<file path="src/rtl/round_timer_ctrl.sv">
// rtl/round_timer_ctrl.sv - round timer sequencing controller for a 16-bit up/down counter
//
// Purpose: loads a preset round time into the adjacent counter, steps it down
// once every TICKS_PER_STEP tick pulses, and handles pause, abort and bonus.
// Reports low-time warning and expiry to the game FSM.
//
// Ports:
//   clk_in, reset_in         clock, synchronous active-high reset
//   start_in, abort_in       pulse requests (restart round / return to idle)
//   pause_in                 level; freeze countdown while high
//   bonus_in                 pulse; add one count
//   tick_in                  one-cycle timebase pulse
//   preset_in[15:0]          round time, sampled on start_in
//   cnt_q_in/utc/dtc         observed counter value and terminal flags
//   cnt_din/ld/up/dw_out     counter load value and strobes
//   state_out[2:0]           current state encoding
//   warn_out, expired_out    status levels
//   done_pulse_out           one-cycle pulse on entry to EXPIRED
module round_timer_ctrl #(
  parameter int unsigned TICKS_PER_STEP = 4,
  parameter logic [15:0] WARN_LEVEL     = 16'd5
) (
  input  logic        clk_in,
  input  logic        reset_in,
  input  logic        start_in,
  input  logic        pause_in,
  input  logic        abort_in,
  input  logic        bonus_in,
  input  logic        tick_in,
  input  logic [15:0] preset_in,
  input  logic [15:0] cnt_q_in,
  input  logic        cnt_utc_in,
  input  logic        cnt_dtc_in,
  output logic [15:0] cnt_din_out,
  output logic        cnt_ld_out,
  output logic        cnt_up_out,
  output logic        cnt_dw_out,
  output logic [2:0]  state_out,
  output logic        warn_out,
  output logic        expired_out,
  output logic        done_pulse_out
);

  typedef enum logic [2:0] {
    ST_IDLE    = 3'd0,
    ST_LOAD    = 3'd1,
    ST_RUN     = 3'd2,
    ST_PAUSE   = 3'd3,
    ST_EXPIRED = 3'd4
  } state_e;

  localparam logic [3:0] PRESC_MAX = 4'(TICKS_PER_STEP - 1);

  state_e      state_q, state_d;
  logic [3:0]  presc_q, presc_d;
  logic [15:0] preset_q, preset_d;
  logic        up_q, up_d;
  logic        dw_q, dw_d;
  logic        done_q, done_d;

  logic        dec_req;
  logic        dec_ok;
  logic        bonus_ok;

  always_ff @(posedge clk_in) begin
    if (reset_in) begin
      state_q  <= ST_IDLE;
      presc_q  <= 4'd0;
      preset_q <= 16'd0;
      up_q     <= 1'b0;
      dw_q     <= 1'b0;
      done_q   <= 1'b0;
    end else begin
      state_q  <= state_d;
      presc_q  <= presc_d;
      preset_q <= preset_d;
      up_q     <= up_d;
      dw_q     <= dw_d;
      done_q   <= done_d;
    end
  end

  always_comb begin
    state_d  = state_q;
    presc_d  = presc_q;
    preset_d = preset_q;
    up_d     = 1'b0;
    dw_d     = 1'b0;
    done_d   = 1'b0;
    dec_req  = 1'b0;
    dec_ok   = 1'b0;
    bonus_ok = 1'b0;

    if (abort_in) begin
      // Strobe registers default to 0, so any pending request is cancelled.
      state_d = ST_IDLE;
      presc_d = 4'd0;
    end else begin
      case (state_q)
        ST_IDLE: begin
          if (start_in) begin
            preset_d = preset_in;
            state_d  = ST_LOAD;
          end
        end

        ST_LOAD: begin
          presc_d = 4'd0;
          if (preset_q == 16'd0) begin
            state_d = ST_EXPIRED;
            done_d  = 1'b1;
          end else begin
            state_d = ST_RUN;
          end
        end

        ST_RUN: begin
          if (start_in) begin
            preset_d = preset_in;
            state_d  = ST_LOAD;
          end else if (pause_in) begin
            state_d = ST_PAUSE;
          end else if (cnt_dtc_in && !up_q) begin
            // A pending increment means the zero seen now is about to change.
            state_d = ST_EXPIRED;
            done_d  = 1'b1;
          end else begin
            if (tick_in) begin
              if (presc_q == PRESC_MAX) begin
                presc_d = 4'd0;
                dec_req = 1'b1;
              end else begin
                presc_d = presc_q + 4'd1;
              end
            end
            // cnt_q_in still shows 1 while a decrement is in flight; it is
            // really 0 already, so a second decrement would wrap.
            dec_ok   = dec_req && !cnt_dtc_in && !(dw_q && (cnt_q_in == 16'd1));
            bonus_ok = bonus_in && !cnt_utc_in;
            up_d     = bonus_ok && !dec_ok;
            dw_d     = dec_ok && !bonus_ok;
          end
        end

        ST_PAUSE: begin
          if (start_in) begin
            preset_d = preset_in;
            state_d  = ST_LOAD;
          end else if (!pause_in) begin
            state_d = ST_RUN;
          end
        end

        ST_EXPIRED: begin
          if (start_in) begin
            preset_d = preset_in;
            state_d  = ST_LOAD;
          end
        end

        default: begin
          state_d = ST_IDLE;
          presc_d = 4'd0;
        end
      endcase
    end
  end

  assign cnt_din_out    = preset_q;
  assign cnt_ld_out     = (state_q == ST_LOAD);
  assign cnt_up_out     = up_q;
  assign cnt_dw_out     = dw_q;
  assign state_out      = state_q;
  assign expired_out    = (state_q == ST_EXPIRED);
  assign done_pulse_out = done_q;
  assign warn_out       = ((state_q == ST_RUN) || (state_q == ST_PAUSE)) &&
                          (cnt_q_in <= WARN_LEVEL) && !cnt_dtc_in;

endmodule

</file>
<file path="config.mk">
export PLATFORM = sky130hd
export DESIGN_NAME = round_timer_ctrl
export DESIGN_NICKNAME = d
export VERILOG_FILES = /design/src/rtl/round_timer_ctrl.sv
export SDC_FILE = /design/constraint.sdc
export NUM_CORES = 1
export LEC_CHECK = 0
export ABC_CLOCK_PERIOD_IN_PS = 1200
export BUFFER_PORTS_ARGS = -buffer_cell sky130_fd_sc_hd__buf_2
export CORE_AREA = 10 10 66 68
export CTS_BUF_LIST = sky130_fd_sc_hd__clkbuf_4 sky130_fd_sc_hd__clkbuf_8
export CTS_CLUSTER_SIZE = 8
export DETAILED_ROUTE_END_ITERATION = 10
export DIE_AREA = 0 0 76 78
export PLACE_DENSITY = 0.72
export SLEW_MARGIN = 10
export SYNTH_ARGS = -nofsm -noshare
export SYNTH_HDL_FRONTEND = slang
export SYNTH_SLANG_ARGS = --single-unit
</file>
<file path="constraint.sdc">
create_clock -name clk_in -period 1.2 [get_ports clk_in]
set_input_delay 0.18 -clock clk_in [delete_from_list [all_inputs] [get_ports clk_in]]
set_output_delay 0.18 -clock clk_in [all_outputs]
set_load 0.01 [all_outputs]
</file>
======== Word level (Yosys, flattened, before mapping) ========
Cells that the tools add are included.
storage, ports and cells
  register bits after elaboration ......... 26
  latch bits .............................. 0
  RAM bits ................................ 0
  bits in read-only memories .............. 0
  output and inout port bits .............. 25
  logic and storage cells ................. 76
  memories ................................ 0
operators by class
  add/subtract/negate cells ............... 1
  multipliers ............................. 0
  div/mod/pow operators ................... 0
  order comparisons ....................... 1
  eq/ne operators ......................... 13
  shifts and indexed selects .............. 0
  mux-type cells .......................... 26
  bitwise logic cells ..................... 3
  reductions and logical operators ........ 26
operators with widths
  operator                                               count
  2-to-1 mux 3 bit                                       7
  2-to-1 mux 4 bit                                       5
  == test 16 x 1 -> 1 bit (second input constant)        1
  <= comparator 16 x 3 -> 1 bit (second input constant)  1
  logical NOT 16 bit                                     1
  case mux 3 bit (4 select lines)                        1
  2-to-1 mux 1 bit                                       11
  logical AND 1 bit                                      9
  != test 2 bit (second input constant)                  4
  case mux 4 bit (2 select lines)                        1
  == test 3 x 2 -> 1 bit (second input constant)         2
  logical NOT 1 bit                                      6
  AND reduction 3 bit                                    2
  OR reduction 6 bit                                     1
  AND reduction 5 bit                                    1
  adder 4 x 1 -> 4 bit (second input constant)           1
  == test 4 x 2 -> 1 bit (second input constant)         1
  != test 4 bit (second input constant)                  1
  OR reduction 2 bit                                     2
  OR reduction 4 bit                                     1
  == test 3 x 1 -> 1 bit (second input constant)         1
  == test 3 bit (second input constant)                  1
  logical NOT 3 bit                                      1
  != test 3 bit (second input constant)                  1
  5 further kinds                                        7

======== Depth between registers and ports, before layout ========
  depth in word-level cells ............... 12
  gate-level depth with buffers ........... 6
  mapped depth without buffers ............ 5

======== Least setup slack after synthesis ========
OpenSTA, ideal clock, no wires.
  kind .................................... register to output
  start ................................... register state_q[1] (netlist: state_out[1])
  end ..................................... output warn_out
  arrival ................................. 1.285 ns
  data required time ...................... 1.020 ns
  path slack .............................. -0.265 ns
  cell stages (with the launch flop) ...... 3
  path buffers ............................ 0
  cells stage by stage .................... dfxtp_1 > nand2b_1 > a2111oi_0
between the ends
  longest elaborated chain between the ends .. 4
  elaborated cells between the ends (all ways) .. 5
  those cells by class .................... 2 x eq/ne; 3 x reduce/logical
ends and longest elaborated chain
  item                    line  source
  from (decl)             54    state_e state_q, state_d;
  from (signal assigned)  74    state_q <= state_d;
  == test 3 x 2 -> 1 bit  176   assign warn_out = ((state_q == ST_RUN) || (state_q == ST_PAUSE)) &&
  logical OR 1 bit *      176
  logical AND 1 bit *     176
  logical AND 1 bit *     177   (cnt_q_in <= WARN_LEVEL) && !cnt_dtc_in;
  to (decl)               39    output logic warn_out,
Mark *: on every way between the ends. The rest lies on a longest branch, timed or not.

======== Worst setup path after layout ========
  start ................................... register state_q[2] (netlist: state_out[2])
  end ..................................... output cnt_ld_out
between the ends
  longest elaborated chain between the ends .. 1
ends and longest elaborated chain
  item                    line  source
  == test 3 x 1 -> 1 bit  170   assign cnt_ld_out = (state_q == ST_LOAD);
  to (decl)               35    output logic cnt_ld_out,
No other way between the ends.

==> key figures <==
Detailed routing
  – Initial DRT Pass Iterations: 4
  – Uppermost layer routed: met4
  – # DRC: 0
  – Final ANT Viol Nets: 0
  – Via Count: about 1500
  – Routed length on met3: 304 um
  – Routed WL per cell: around 15 um
  – Detail Route met2 WL: around 2100 um
  – Iteration-0 DRC count of the detailed router: 48
  – Wirelength, routed: 4380 um
  – WL met1: ~1900 um
  – Vias per inst: just under 5

Floorplanning
  – Ports: 66
  – Die area: around 0.006 sq mm
  – # rows: 21
  – Die height: roughly 78 um
  – Die Width: around 76 um
  – Core area: roughly 0.0032 sq mm
  – Initial core utilization: roughly 40%

Place
  – I/O Buffers: 65
  – Post-DP HPWL: ~3200 um
  – Area after detailed placement: between 0.0015 and 0.002 sq mm
  – Placer Congestion: around 0.8

Critical path
  – CP arrival: between 1 and 1.5 ns
  – R2r setup slk: -0.27 ns
  – Crit path max fanout: 3
  – CP startpoint: state_out[2]
  – R2r worst-path depth: 6
  – Crit path required time: between 1 and 1.5 ns
  – CP Capture Point: cnt_ld_out
  – Crit Path Category: register to output port
  – FF-to-FF Start: state_out[2]
  – CP startpoint kind: register
  – R2R Path End: state_out[1]
  – Critical Path End Type: output port

Global route
  – Vias in the first global route: roughly 1600
  – GRT overflow: 0
  – Largest net degree at the start of global routing: 17
  – First-pass GRT wire length: around 7400 um
  – Initial antenna violation count: 0
  – Total Routing Usage GR: 14.7%

Clock tree
  – Worst-Skew Late Latency: 0.32 ns
  – CTS Hold Bufs: 0
  – Reg clk slew, reported paths: about 0.13 ns
  – CTS tree: yes
  – Clock root buffer: clkbuf_4
  – Cts bufs inserted: 3
  – Depth of the CTS H-tree: 1
  – Num Clock Sinks: 26
  – Clock Path Buffers: 2

Logic synthesis
  – Synthesized flop and latch total: 26
  – Seq/Total Area, Yosys: 41.4%
  – Asr flop ratio synth: 0%
  – Mapped Cells: ~130
  – EDFF count, synth: 0
  – Syn avg cell area: 9.38 sq um
  – Syn_nets: between 150 and 200
  – Post-synth top flop: dfxtp_1
  – YS warnings: 0
  – Post-Syn Area: between 0.001 and 0.0015 sq mm
  – Library cells used by synthesis: between 40 and 50

STA
  – RSZ-0062 raised after global routing: yes
  – WHS: ~0.081 ns
  – Max-slew violation count: 0
  – Final period utilization: 125%
  – Final setup skew: 0.00450 ns
  – Worst slew margin: approximately four fifths
  – Tightest Pin Transition: 0.274 ns
  – Period minus WS final: between 1 and 1.5 ns
  – Max Fclk: around 670 MHz
  – Final Hold Viols: 0
  – Setup-failing EPs final: 28
  – Setup slack after layout: -0.296 ns

Finish
  – Fraction of layout cells with a size suffix above 1: 62.8%
  – Total Nets Final: between 200 and 300
  – N_diodes: 0
  – Area delta synth->final: 82.0%
  – Final Cell Area: about 0.0023 sq mm

Power and ir drop
  – Pwr dens: between 700 and 800 mW/mm^2
  – Maximum vdd ir drop: around 0.6 mV
  – Power consumption: 1.76 mW
  – LEAKAGE: 1.10 nW

Status
  – Violated checks: negative setup slack
  – Status: finished with violations

Min path
  – Hold Crit Class: input pin to register

Flow run
  – Max cap viols: 0
[report_power, final]
group / switching [mW] / internal, mW / total [mW]
Sequential: 0.0199 / 0.887 / 0.907
Clock: 0.253 / 0.153 / 0.406
Combinational: 0.191 / 0.256 / 0.447
[critical path: stages (launching register included)]
cell and delay, ns:
dfxtp_2 0.35, buf_6 0.12, or3b_4 0.37, inv_2 0.06, buf_6 0.09
[cell usage after synthesis (2+ instances only)]
| cell type | count | area (sq um) |
|---|---|---|
| nor2b_1 | 3 | 18.8 |
| inv_1 | 2 | 7.51 |
| dfxtp_1 | 26 | 521 |
| o21ai_0 | 4 | 20.0 |
| nand4_1 | 2 | 12.5 |
| nand2_1 | 2 | 7.51 |
| nor2_1 | 21 | 78.8 |
| nand2b_1 | 3 | 18.8 |
| a21oi_1 | 7 | 35.0 |
| mux2i_1 | 16 | 160 |
| nand3_1 | 2 | 10.0 |
| nor4_1 | 6 | 37.5 |
| nand4b_1 | 2 | 17.5 |
| nor3_1 | 4 | 20.0 |
| a31oi_1 | 2 | 12.5 |
| buf_2 | 2 | 10.0 |
| nor3b_1 | 2 | 15.0 |
[flip-flops by register name, summed over array words and instances, names as in the netlist]
register	flops
cnt_din_out	16
cnt_dw_out	1
cnt_up_out	1
done_pulse_out	1
presc_q	4
state_out	3
[layout make-up]
cell class | instances | area, sq um
Clock buffer | 4 | 30.0
Multi-Input combinational cell | 101 | 833
Fill cell | 250 | 891
Timing Repair Buffer | 117 | 826
Inverter | 2 | 7.51
Tap cell | 46 | 57.6
Sequential cell | 26 | 534
[timing repair]
action / in CTS / in global routing
setup buffers: 13 / 6
pin swaps: 18 / 10
gates resized for setup: 35 / 21
endpoints found under the setup margin: 27 / 32
[cell usage in the layout (no fill, tap or decap), types with 4 or more instances in the layout]
master    count
a21oi_1       4
buf_2        59
buf_4        35
buf_6        22
clkbuf_4      4
dfxtp_1      21
mux2i_1      13
nor2_1       20
nor3_1        4
nor4_1        4
[how the worst min path moves through the flow]
stage	start	end	cells past startpoint
floorplan	pause_in	state_out[0]	2
global placement	preset_in[6]	cnt_din_out[6]	3
detailed placement	preset_in[6]	cnt_din_out[6]	3
CTS	preset_in[15]	cnt_din_out[15]	3
global route	preset_in[7]	cnt_din_out[7]	3
finish	preset_in[15]	cnt_din_out[15]	3
[cell families after synthesis]
kind of cell | after synthesis | synth area share [%]
adder cells (fa/ha/maj) | 1 | 0.995
flip-flops | 26 | 41.4
AO/OA/AOI/OAI | 21 | 11.3
AND/OR/NAND/NOR | 63 | 29.8
buffers and inverters | 7 | 3.78
multiplexers | 16 | 12.7
[per-layer routing]
layer | GRT usage [%] | up-vias
met1 | 17.3 | 668
li1 | - | 734
met2 | 25.3 | 59
met5 | 0 | -
met3 | 4.49 | 4
met4 | 3.41 | 0
[stage by stage]
step	util [%]	std cells	setup slack, ns	TNS, ns
after floorplan	-	134	-0.120	-1.43
after global placement	60.8	278	-0.234	-1.51
after detailed placement	60.8	278	-0.257	-1.97
after CTS	69.5	294	-0.288	-4.34
after global routing	72.0	296	-0.362	-6.56
final	72.0	296	-0.296	-4.65
Power figures use the tool's default switching activity.
